<file path="config.mk">
export PLATFORM = sky130hd
export DESIGN_NAME = tetris_input_conditioner
export DESIGN_NICKNAME = d
export VERILOG_FILES = /design/src/rtl/tetris_input_conditioner_pkg.sv /design/src/rtl/tetris_input_conditioner_btn_debounce.sv /design/src/rtl/tetris_input_conditioner.sv
export SDC_FILE = /design/constraint.sdc
export NUM_CORES = 1
export LEC_CHECK = 0
export CAP_MARGIN = 0
export CORE_MARGIN = 4
export CORE_UTILIZATION = 30
export CTS_CLUSTER_DIAMETER = 50
export DETAILED_ROUTE_END_ITERATION = 8
export PLACE_DENSITY = 0.43
export SYNTH_ARGS = -nofsm -noshare
export SYNTH_HDL_FRONTEND = slang
export SYNTH_SLANG_ARGS = --single-unit
</file>
<file path="constraint.sdc">
create_clock -name clk -period 4.6 [get_ports clk]
set_input_delay 0.92 -clock clk [delete_from_list [all_inputs] [get_ports clk]]
set_output_delay 0.92 -clock clk [all_outputs]
set_load 0.02 [all_outputs]
</file>
<file path="src/rtl/tetris_input_conditioner_pkg.sv">
// tetris_input_conditioner_pkg: button indices, repeat FSM encodings and counter sizing
package tetris_input_conditioner_pkg;

    localparam int BTN_ROT   = 0;
    localparam int BTN_LEFT  = 1;
    localparam int BTN_RIGHT = 2;
    localparam int BTN_DOWN  = 3;

    localparam logic [2:0] S_IDLE        = 3'd0;
    localparam logic [2:0] S_HOLD_DELAY  = 3'd1;
    localparam logic [2:0] S_HOLD_REPEAT = 3'd2;
    localparam logic [2:0] S_HOLD_NOREP  = 3'd3;
    localparam logic [2:0] S_WAIT_REL    = 3'd4;

    // Width able to hold 0..limit-1, never zero bits.
    function automatic int cnt_w(input int limit);
        return (limit > 1) ? $clog2(limit) : 1;
    endfunction

endpackage

</file>
<file path="src/rtl/tetris_input_conditioner_btn_debounce.sv">
// btn_debounce: synchroniser chain plus stable-count debouncer for one button
module btn_debounce
    import tetris_input_conditioner_pkg::*;
#(
    parameter int SYNC_STAGES     = 2,
    parameter int DEBOUNCE_CYCLES = 1_000_000
) (
    input  logic clk,
    input  logic rst_n,
    input  logic raw,
    output logic level,
    output logic rise,
    output logic fall
);

    localparam int CW = cnt_w(DEBOUNCE_CYCLES);
    localparam logic [CW-1:0] LAST = CW'(DEBOUNCE_CYCLES - 1);

    logic [SYNC_STAGES-1:0] sync;
    logic [CW-1:0]          cnt;
    logic                   synced;
    logic                   toggle;

    assign synced = sync[SYNC_STAGES-1];
    assign toggle = (synced != level) && (cnt == LAST);
    // rise/fall announce the level change that the next edge commits
    assign rise   = toggle && !level;
    assign fall   = toggle && level;

    // Shift the raw pin through the synchroniser chain
    always_ff @(posedge clk or negedge rst_n) begin
        if (!rst_n) sync <= '0;
        else        sync <= {sync[SYNC_STAGES-2:0], raw};
    end

    // Count consecutive differing samples; any agreeing sample restarts the count
    always_ff @(posedge clk or negedge rst_n) begin
        if (!rst_n) begin
            cnt   <= '0;
            level <= 1'b0;
        end else begin
            cnt   <= (synced == level || toggle) ? '0 : (cnt == LAST) ? cnt : cnt + CW'(1);
            level <= level ^ toggle;
        end
    end

endmodule

</file>
<file path="src/rtl/tetris_input_conditioner.sv">
// tetris_input_conditioner: debounced buttons to one-cycle move pulses with auto-repeat
module tetris_input_conditioner
    import tetris_input_conditioner_pkg::*;
#(
    parameter int               N_BTN           = 4,
    parameter int               SYNC_STAGES     = 2,
    parameter int               DEBOUNCE_CYCLES = 1_000_000,
    parameter int               REPEAT_DELAY    = 25_000_000,
    parameter int               REPEAT_RATE     = 5_000_000,
    parameter logic [N_BTN-1:0] REPEAT_MASK     = ~N_BTN'(1 << BTN_ROT)
) (
    input  logic             clk,
    input  logic             rst_n,
    input  logic             en,
    input  logic [N_BTN-1:0] btn_raw,
    output logic [N_BTN-1:0] btn_level,
    output logic [N_BTN-1:0] move_pulse,
    output logic             any_press
);

    localparam int RW = cnt_w(REPEAT_DELAY > REPEAT_RATE ? REPEAT_DELAY : REPEAT_RATE);
    localparam logic [RW-1:0] DLAST = RW'(REPEAT_DELAY - 1);
    localparam logic [RW-1:0] RLAST = RW'(REPEAT_RATE - 1);

    logic [N_BTN-1:0] rise;
    logic [N_BTN-1:0] fall;
    logic [N_BTN-1:0] fire;

    for (genvar g = 0; g < N_BTN; g++) begin : g_btn
        logic [2:0]    state;
        logic [2:0]    state_nxt;
        logic [RW-1:0] cnt;
        logic [RW-1:0] cnt_nxt;
        logic          f;

        btn_debounce #(
            .SYNC_STAGES    (SYNC_STAGES),
            .DEBOUNCE_CYCLES(DEBOUNCE_CYCLES)
        ) u_db (
            .clk  (clk),
            .rst_n(rst_n),
            .raw  (btn_raw[g]),
            .level(btn_level[g]),
            .rise (rise[g]),
            .fall (fall[g])
        );

        // Repeat FSM: press pulse, delayed first repeat, then periodic repeats while held
        always_comb begin
            state_nxt = state;
            cnt_nxt   = (cnt == '1) ? cnt : cnt + RW'(1);
            f         = 1'b0;
            case (state)
                S_IDLE: begin
                    if (rise[g] && en) begin
                        f         = 1'b1;
                        cnt_nxt   = '0;
                        state_nxt = REPEAT_MASK[g] ? S_HOLD_DELAY : S_HOLD_NOREP;
                    end
                end
                S_WAIT_REL: begin
                    if (!btn_level[g] || fall[g]) state_nxt = S_IDLE;
                end
                default: begin
                    if (!en) begin
                        state_nxt = S_WAIT_REL;
                    end else if (fall[g]) begin
                        state_nxt = S_IDLE;
                    end else if (state == S_HOLD_DELAY && cnt == DLAST) begin
                        f         = 1'b1;
                        cnt_nxt   = '0;
                        state_nxt = S_HOLD_REPEAT;
                    end else if (state == S_HOLD_REPEAT && cnt == RLAST) begin
                        f         = 1'b1;
                        cnt_nxt   = '0;
                    end
                end
            endcase
        end

        assign fire[g] = f;

        // Commit FSM state and hold counter
        always_ff @(posedge clk or negedge rst_n) begin
            if (!rst_n) begin
                state <= S_IDLE;
                cnt   <= '0;
            end else begin
                state <= state_nxt;
                cnt   <= cnt_nxt;
            end
        end
    end

    // Register the pulses so the core and audio block see clean one-cycle strobes
    always_ff @(posedge clk or negedge rst_n) begin
        if (!rst_n) begin
            move_pulse <= '0;
            any_press  <= 1'b0;
        end else begin
            move_pulse <= fire;
            any_press  <= |fire;
        end
    end

endmodule
</file>
==> impl_metrics.tcl, run 1 <==
set metrics [dict create \
    outcome "completed" \
    gp_congestion 0.781 \
    rr_worst_depth 7 \
    fin_tns_setup_ps 0 \
    worstPathArrival_ps 3440 \
    initial_utilization_pct 30.4 \
    synth_seq_cells 209 \
    cts_tree "done" \
    worstMarginPinSlew_ps 1070 \
    path_cells "ha_1, nand3_1, or4_1, a21oi_1, a32o_1, buf_4, a211oi_1" \
    clock-sinks 209 \
    final_util_pct 35.3 \
    postSynthCellCount 1179 \
    postCtsSetupRepairBufs 0 \
    hpwl_mm 17.5 \
    drtIter0Drc 432 \
    setup_viol 0 \
    synth_ff_type "dfrtp_1" \
    slew_headroom_pct 28.1 \
    viasPerCell 5.23 \
    grt_max_degree 121 \
    wl_mm 26.8 \
    cts_buffer_depth 3 \
    grt_pass1_vias 9061 \
    cts_resized 0 \
    cts-htree-levels 2 \
    p_per_area_nw_per_um2 352 \
    core_area_um2 36700 \
    fp.dieH_um 201 \
    globalRouteOverflowTotal 0 \
    hp-class "reg2reg" \
    die_area_um2 40400 \
    path_class "reg2reg" \
    postSynthNetCount 1194 \
    drive_gt1_share_pct 8.35 \
    yosysUniqueCellTypes 85 \
    cts-buffers-inserted 34 \
    path_clk_slew_ps 50 \
    ys_async_sr_fraction_pct 100 \
    fmax_ghz 0.329 \
    cp-start-kind "flop" \
    yosysWarnings 0 \
    rsz0062_at_grt "no" \
    dpl_worst_slack_ps 1320 \
    cp-end-kind "flop" \
    postRouteAntennaNets 0 \
    grt_usage_pct 13.5 \
    critical-path-max-stage-delay_ps 730 \
    startpoint "g_btn[0].cnt[0]" \
    synthToLayoutAreaGrowth_pct 15.9 \
    hold_path_depth 0 \
    avgSynthCellArea_um2 9.47 \
    wl_per_cell_um 15.9 \
    hp-start "g_btn[3].u_db.sync[0]" \
    nets 1212 \
    synthesis.area_um2 11200 \
    cts_root_buffer "clkbuf_16" \
    crit_required_ps 4990 \
    clock-skew-final_ps 17.1 \
    critical_path.max_fanout 17 \
    fp-row-count 70 \
    vdd_drop_max_v 0.000180 \
    critPathSlowestCell "or4_1" \
    drc 0 \
    timing_hold_violations_final 0 \
    num_vias 8836 \
    num_antenna_cells 0 \
    r2r_start "g_btn[0].cnt[0]" \
    drv_slew 0 \
    ctsHoldBuffers 0 \
    leakage_nw 5.28 \
    worst_slack_ps 1560 \
    ioPinCount 16 \
    seq_area_frac_synth_pct 46.8 \
    fin_crit_sh_pct 66.1 \
    synth-edff-count 0 \
    grt_pass1_wl_mm 46.6 \
    period_minus_slack_ps 3040 \
    hold_slack_ps 349 \
    firstDrtPassIters 5 \
    cap_viol_max_count 0 \
    antenna_found_initial 0 \
    n_fill_cell 3691 \
    clock_latency_ps 520 \
    die_w_um 201 \
    port_buffers 15 \
]
-- per-layer routing --
metal | part of all wire, % | wire length [um] | vias up | GRT usage [%]
met5 | 0 | 0 | - | 0
met4 | 2.3 | 626 | 0 | 5.21
met3 | 3.2 | 860 | 37 | 2.41
met2 | 45 | 12000 | 88 | 21.4
met1 | 50 | 13300 | 4328 | 18.5
li1 | - | - | 4383 | -
-- layout by cell type (no fill, tap or decap), types with 21 or more instances in the layout --
master / Yosys / routed
a21oi_1: 60 / 60
o21ai_0: 42 / 42
xnor2_1: 59 / 59
nor3_1: 30 / 30
or4_1: 30 / 30
nand2_1: 82 / 82
nand3_1: 70 / 70
dfrtp_1: 209 / 209
or3_1: 31 / 31
inv_1: 23 / 23
nor4_1: 30 / 30
nand4_1: 51 / 51
clkbuf_16: 0 / 37
nor2_1: 159 / 159
xor2_1: 49 / 49
and4_1: 21 / 21
-- cell usage after synthesis (8+ instances only) --
| master | number | area share, % |
|---|---|---|
| dfrtp_1 | 209 | 47 |
| nor2_1 | 159 | 5.3 |
| nand2_1 | 82 | 2.8 |
| nand3_1 | 70 | 3.1 |
| a21oi_1 | 60 | 2.7 |
| xnor2_1 | 59 | 4.6 |
| nand4_1 | 51 | 2.9 |
| xor2_1 | 49 | 3.8 |
| o21ai_0 | 42 | 1.9 |
| or3_1 | 31 | 1.7 |
| nor3_1 | 30 | 1.3 |
| nor4_1 | 30 | 1.7 |
| or4_1 | 30 | 2.0 |
| inv_1 | 23 | 0.77 |
| and4_1 | 21 | 1.6 |
| o31ai_1 | 20 | 1.3 |
| and3_1 | 19 | 1.1 |
| clkbuf_1 | 17 | 0.57 |
| buf_2 | 13 | 0.58 |
| and2_1 | 12 | 0.67 |
| buf_4 | 10 | 0.67 |
| ha_1 | 8 | 0.90 |
-- power breakdown --
| group | internal (mW) | leakage [nW] | total, mW | switching (mW) |
|---|---|---|---|---|
| clock | 1.68 | 0.563 | 2.61 | 0.937 |
| sequential | 1.85 | 2.50 | 1.86 | 0.0117 |
| combinational | 0.0210 | 2.22 | 0.0836 | 0.0626 |
-- registers in the layout, indices dropped and copies added, names as in the netlist, named ones only --
name	cells
g_btn.cnt	100
move_pulse	4
g_btn.u_db.cnt	80
g_btn.state	12
g_btn.u_db.sync	8
any_press	1
-- critical path: cells and delay by family, from the launching register on --
family | cells | cell delay (ps)
compound gates | 3 | 820
flops | 1 | 400
fa+ha+maj | 1 | 240
buf+inv | 1 | 310
simple gates | 2 | 1150
-- cell type report --
type	instances	area [um^2]	area share, %
Tap cell	468	586	4.52
Inverter	23	86.3	0.667
Timing Repair Buffer	25	243	1.88
Multi-Input combinational cell	904	5630	43.5
Clock inverter	13	148	1.14
Sequential cell	209	5230	40.4
Clock buffer	47	1020	7.91
-- per-stage QoR --
step	area (um^2)	instances	power [mW]
after global routing	12900	1689	4.76
final	12900	1689	4.56
after CTS	12900	1689	4.67
after global placement	11800	1629	1.98
after detailed placement	11800	1629	1.99
after floorplan	11200	1179	1.92
-- logic make-up (layout without fill, tap and decap cells) --
logic type | after synthesis | in the layout | share of synthesized area (%)
and+or+nand+nor | 599 | 599 | 29.5
DFF | 209 | 209 | 46.8
AOI/OAI and AO/OA | 180 | 180 | 10.6
xor gates and xnor gates | 108 | 108 | 8.47
buffers and inverters | 66 | 108 | 2.85
muxes | 9 | 9 | 0.840
adders and majority gates | 8 | 8 | 0.896
-- final timing paths --
check | to | slack (ps)
max reg2reg | g_btn[0].cnt[22] | 1560
max in group asynchronous | g_btn[1].cnt[10] | 3160
min | g_btn[3].u_db.sync[1] | 350
min in group asynchronous | g_btn[0].u_db.cnt[10] | 480
min reg2reg | g_btn[3].u_db.sync[1] | 350
max | g_btn[0].cnt[22] | 1560
Power figures use the tool's default switching activity.
==> inputs of run 2 (changes only) <==
==> constraint.sdc (replaced) <==
create_clock -name clk -period 2.9 [get_ports clk]
set_input_delay 0.58 -clock clk [delete_from_list [all_inputs] [get_ports clk]]
set_output_delay 0.58 -clock clk [all_outputs]
set_load 0.02 [all_outputs]
==> run 2 against run 1 <==
  * Sequential share of layout area down 0.90 points
  * Combinational power up 66%
  * Count of clock-buffer cells in the layout up 2
  * Highest routed layer unchanged
==> impl_metrics.tcl, run 2 (synthesis gave the netlist of run 1 again) <==
set metrics [dict create \
    postCtsSetupRepairBufs 0 \
    rsz0062_at_grt "no" \
    worstMarginPinSlew_ps 1110 \
    initial_utilization_pct 30.4 \
    port_buffers 15 \
    grt_usage_pct 13.3 \
    num_vias 8923 \
    timing_hold_violations_final 0 \
    drtIter0Drc 420 \
    p_per_area_nw_per_um2 575 \
    dpl_cell_area_um2 11900 \
    wl_mm 26.6 \
    cts-buffers-inserted 37 \
    fin_crit_sh_pct 88.6 \
    ioPinCount 16 \
    dpl_worst_slack_ps -138 \
    largest_reg_flops 100 \
    hpwl_mm 17.7 \
    critical-path-max-stage-delay_ps 670 \
    grt_pass1_wl_mm 46.1 \
    cts_root_buffer "clkbuf_16" \
    synthToLayoutAreaGrowth_pct 18.5 \
    cap_viol_max_count 0 \
    critical_path.max_fanout 15 \
    critPathSlowestCell "o31ai_4" \
    viasPerCell 5.20 \
    n_fill_cell 3701 \
    final_area_um2 13200 \
    fin_tns_setup_ps 0 \
    grt_max_degree 70 \
    num_antenna_cells 0 \
    die_w_um 201 \
    slew_headroom_pct 26.3 \
    nets 1234 \
    path_cells "or4b_1, nor4_1, nand4_1, o31ai_4, buf_12, a21oi_1" \
    cts_tree "done" \
    path_clk_slew_ps 60 \
    fmax_ghz 0.389 \
    core_area_um2 36700 \
    clock-sinks 209 \
    postRouteAntennaNets 0 \
    register_area_um2 5230 \
    die_area_um2 40400 \
    r2r_start "g_btn[1].cnt[17]" \
    crit_required_ps 3300 \
    drive_gt1_share_pct 10.3 \
    hp-class "in2async" \
    rr_endpoint "g_btn[1].cnt[1]" \
    cp-end-kind "flop" \
    ctsHoldBuffers 0 \
    dp_cells 1648 \
    cts_resized 0 \
    worst_slack_ps 331 \
    cts-htree-levels 2 \
    clock-skew-final_ps 17.2 \
    period_minus_slack_ps 2570 \
    gp_congestion 0.757 \
    vdd_drop_max_v 0.000349 \
    rr_worst_depth 6 \
    globalRouteOverflowTotal 0 \
    fp.dieH_um 201 \
    rrSetupSlack_ps 330 \
    worstPathArrival_ps 2970 \
    stdcell_count 1716 \
    cp-start-kind "flop" \
    path_class "reg2reg" \
    final_util_pct 36.1 \
    firstDrtPassIters 4 \
    reg_top3 "g_btn.cnt x100, g_btn.u_db.cnt x80, g_btn.state x12" \
    top_register "g_btn.cnt" \
    clock_latency_ps 520 \
    final_cell_mix "dfrtp_1, nor2_1, nand2_1, nand3_1, a21oi_1" \
    drv_slew 0 \
    antenna_found_initial 0 \
    fp-row-count 70 \
    leakage_nw 5.45 \
    grt_pass1_vias 8999 \
    cts_buffer_depth 3 \
    wl_per_cell_um 15.5 \
    layout_commonest_cell "dfrtp_1" \
    multi_input_area_um2 5630 \
    outcome "completed" \
    drc 0 \
    setup_viol 0 \
]
run 2: cell types whose count changed in the layout (fill, tap and decap cells not counted), sizes merged:
cell    change
clkbuf      +2
inv         -1
bufinv      +2
buf        +19
clkinv      +5
run 2: worst max-delay path by stage:
stage / to / startpoint / slack [ps]
after floorplan: any_press / g_btn[3].u_db.cnt[7] / 730
after global placement: any_press / en / -110
after detailed placement: g_btn[2].cnt[15] / en / -140
after CTS: g_btn[2].cnt[17] / g_btn[2].cnt[8] / 270
after global routing: g_btn[2].cnt[12] / g_btn[2].cnt[8] / 70
final: g_btn[1].cnt[1] / g_btn[1].cnt[17] / 330
run 2: through the flow:
step / hold slack (ps) / power [mW]
2_1_floorplan: 284 / 3.05
3_3_place_gp: 336 / 3.15
3_5_place_dp: 338 / 3.16
4_1_cts: 33.5 / 7.78
5_1_grt: 54.5 / 7.91
6_report: 18.3 / 7.62
run 2: report_power, final:
part | internal, mW | switching, mW | leakage [nW]
Sequential | 2.94 | 0.0181 | 2.50
Clock | 2.97 | 1.55 | 0.630
Combinational | 0.0396 | 0.0995 | 2.32
run 2: final cells by class:
cell class / count / area share (%)
Multi-Input combinational cell: 904 / 42.5
Sequential cell: 209 / 39.5
Clock buffer: 49 / 8.11
Tap cell: 468 / 4.42
Timing Repair Buffer: 44 / 3.10
Clock inverter: 19 / 1.69
Inverter: 23 / 0.652
run 2: per-layer routing:
layer / global-route usage, % / wire length (um) / up-vias
met2: 20.9 / 12000 / 102
met4: 4.08 / 586 / 0
met5: 0 / 0 / -
met3: 3.00 / 921 / 43
met1: 18.5 / 13000 / 4334
li1: - / - / 4444
run 2: critical path, delay by kind of cell, from the launching register on:
family                 cells  cell delay (ps)
DFF                        1              450
and+or+nand+nor            3             1040
AOI/OAI and AO/OA          2              720
buffers and inverters      1              230
==> inputs of run 3 (changes only) <==
--- a/config.mk
+++ b/config.mk
@@ -6,7 +6,6 @@
 export NUM_CORES = 1
 export LEC_CHECK = 0
 export CAP_MARGIN = 0
-export CORE_MARGIN = 4
 export CORE_UTILIZATION = 30
 export CTS_CLUSTER_DIAMETER = 50
 export DETAILED_ROUTE_END_ITERATION = 8
==> run 3 against run 2 <==
  * Global-route usage grew 1.5 points
  * Critical path type unchanged
  * Clock power shrank 6.9%
  * Register-to-register slack lost 50 ps
  * Sequential power is essentially flat
  * Count of clock-buffer cells in the layout shrank 5
  * Largest cell class unchanged
  * Critical path depth shrank 1
  * Critical endpoint is now g_btn[1].cnt[10]
==> impl_metrics.tcl, run 3 (synthesis gave the netlist of run 1 again) <==
set metrics [dict create \
    timing_hold_violations_final 0 \
    antenna_found_initial 0 \
    path_cells "or4b_1, nor4_2, nand4_1, o31ai_4, nor3_1" \
    ioPinCount 16 \
    outcome "completed" \
    drive_gt1_share_pct 10.4 \
    cp-start-kind "flop" \
    drc 0 \
    synthToLayoutAreaGrowth_pct 17.8 \
    grt_pass1_vias 9044 \
    p_total_mw 7.31 \
    dpl_worst_slack_ps 48.8 \
    setup_viol 0 \
    final_area_um2 13200 \
    dpl_cell_area_um2 12000 \
    crit_required_ps 3250 \
    hp-class "in2async" \
    wl_mm 27.0 \
    clock-sinks 209 \
    hpwl_mm 18.2 \
    clock-skew-final_ps 7.67 \
    fp-row-count 70 \
    nets 1236 \
    cts-htree-levels 2 \
    reg_top3 "g_btn.cnt x100, g_btn.u_db.cnt x80, g_btn.state x12" \
    largest_reg_flops 100 \
    hold_slack_ps 64.0 \
    cap_viol_max_count 0 \
    final_util_pct 35.9 \
    gp_congestion 0.755 \
    grt_usage_pct 14.8 \
    grt_pass1_wl_mm 46.5 \
    worstMarginPinSlew_ps 1170 \
    initial_utilization_pct 30.5 \
    multi_input_area_um2 5630 \
    globalRouteOverflowTotal 0 \
    vdd_drop_max_v 0.000325 \
    grt_max_degree 79 \
    cts_root_buffer "clkbuf_16" \
    layout_commonest_cell "dfrtp_1" \
    dp_cells 1651 \
    fin_crit_sh_pct 90.5 \
    rsz0062_at_grt "no" \
    path_clk_slew_ps 50 \
    num_vias 8905 \
    fin_tns_setup_ps 0 \
    firstDrtPassIters 5 \
    period_minus_slack_ps 2620 \
    slew_headroom_pct 22.3 \
    critical_path.max_fanout 27 \
    critical-path-max-stage-delay_ps 960 \
    fp.dieH_um 195 \
    register_area_um2 5230 \
    cp-end-kind "flop" \
    die_area_um2 38000 \
    postRouteAntennaNets 0 \
    worstPathArrival_ps 2970 \
    n_fill_cell 3766 \
    die_w_um 195 \
    leakage_nw 5.43 \
    wl_per_cell_um 15.8 \
    path_class "reg2reg" \
    stdcell_count 1713 \
    clock_latency_ps 530 \
    critPathSlowestCell "o31ai_4" \
    drv_slew 0 \
    cts_buffer_depth 3 \
    top_register "g_btn.cnt" \
    fmax_ghz 0.381 \
    cts_tree "done" \
    worst_slack_ps 277 \
    port_buffers 15 \
    cts-buffers-inserted 36 \
    p_per_area_nw_per_um2 556 \
    viasPerCell 5.20 \
    drtIter0Drc 433 \
    core_area_um2 36600 \
    num_antenna_cells 0 \
    final_cell_mix "dfrtp_1, nor2_1, nand2_1, nand3_1, a21oi_1" \
]
run 3: cell count changes in the layout (fill, tap and decap cells not counted):
cell and change:
buf_4 +3, bufinv_16 -1, clkinv_2 +5, clkbuf_1 -3
clkinv_4 -3, nor4_1 -1, nor4_2 +1, clkbuf_16 -2
clkinvlp_4 -2
run 3: what timing repair did:
action                     in CTS  in global routing
gates resized for setup         0                  1
setup buffers                   0                  0
setup endpoints to repair       0                 20
hold buffers                    0                  0
run 3: layer usage:
layer	share of wire (%)	track usage [%]	vias up	routed length, um
li1	-	-	4419	-
met1	50	20.2	4343	13400
met2	45	23.4	99	12100
met3	3.4	3.16	44	908
met4	2.3	4.78	0	610
met5	0	0	-	0
run 3: power by group:
part           switching (mW)  internal, mW  total [mW]
combinational           0.101        0.0416       0.143
clock                    1.48          2.73        4.21
sequential             0.0184          2.94        2.96
run 3: critical path: cells and delay by family, from the launching register on:
kind,cells,cell delay [ps]
simple gates,4,1070
compound gates,1,960
flops,1,420
run 3: area by class of cell:
cell class	instances	share of cell area [%]
multi-input combinational	904	42.8
sequential	209	39.7
clock buffer	44	7.69
tap	468	4.45
timing repair buffer	47	3.29
clock inverter	18	1.35
inverter	23	0.656
run 3: worst paths after layout:
| kind | startpoint | end | slack [ps] | cells after the start |
|---|---|---|---|---|
| min reg2reg | g_btn[3].u_db.sync[0] | g_btn[3].u_db.sync[1] | 350 | 0 |
| min in group clk | g_btn[3].u_db.sync[0] | g_btn[3].u_db.sync[1] | 350 | 0 |
| max in group asynchronous | rst_n | g_btn[1].cnt[1] | 1970 | 2 |
| max reg2reg | g_btn[1].cnt[23] | g_btn[1].cnt[10] | 280 | 5 |
| max | g_btn[1].cnt[23] | g_btn[1].cnt[10] | 280 | 5 |
| min | rst_n | g_btn[3].cnt[21] | 60 | 1 |
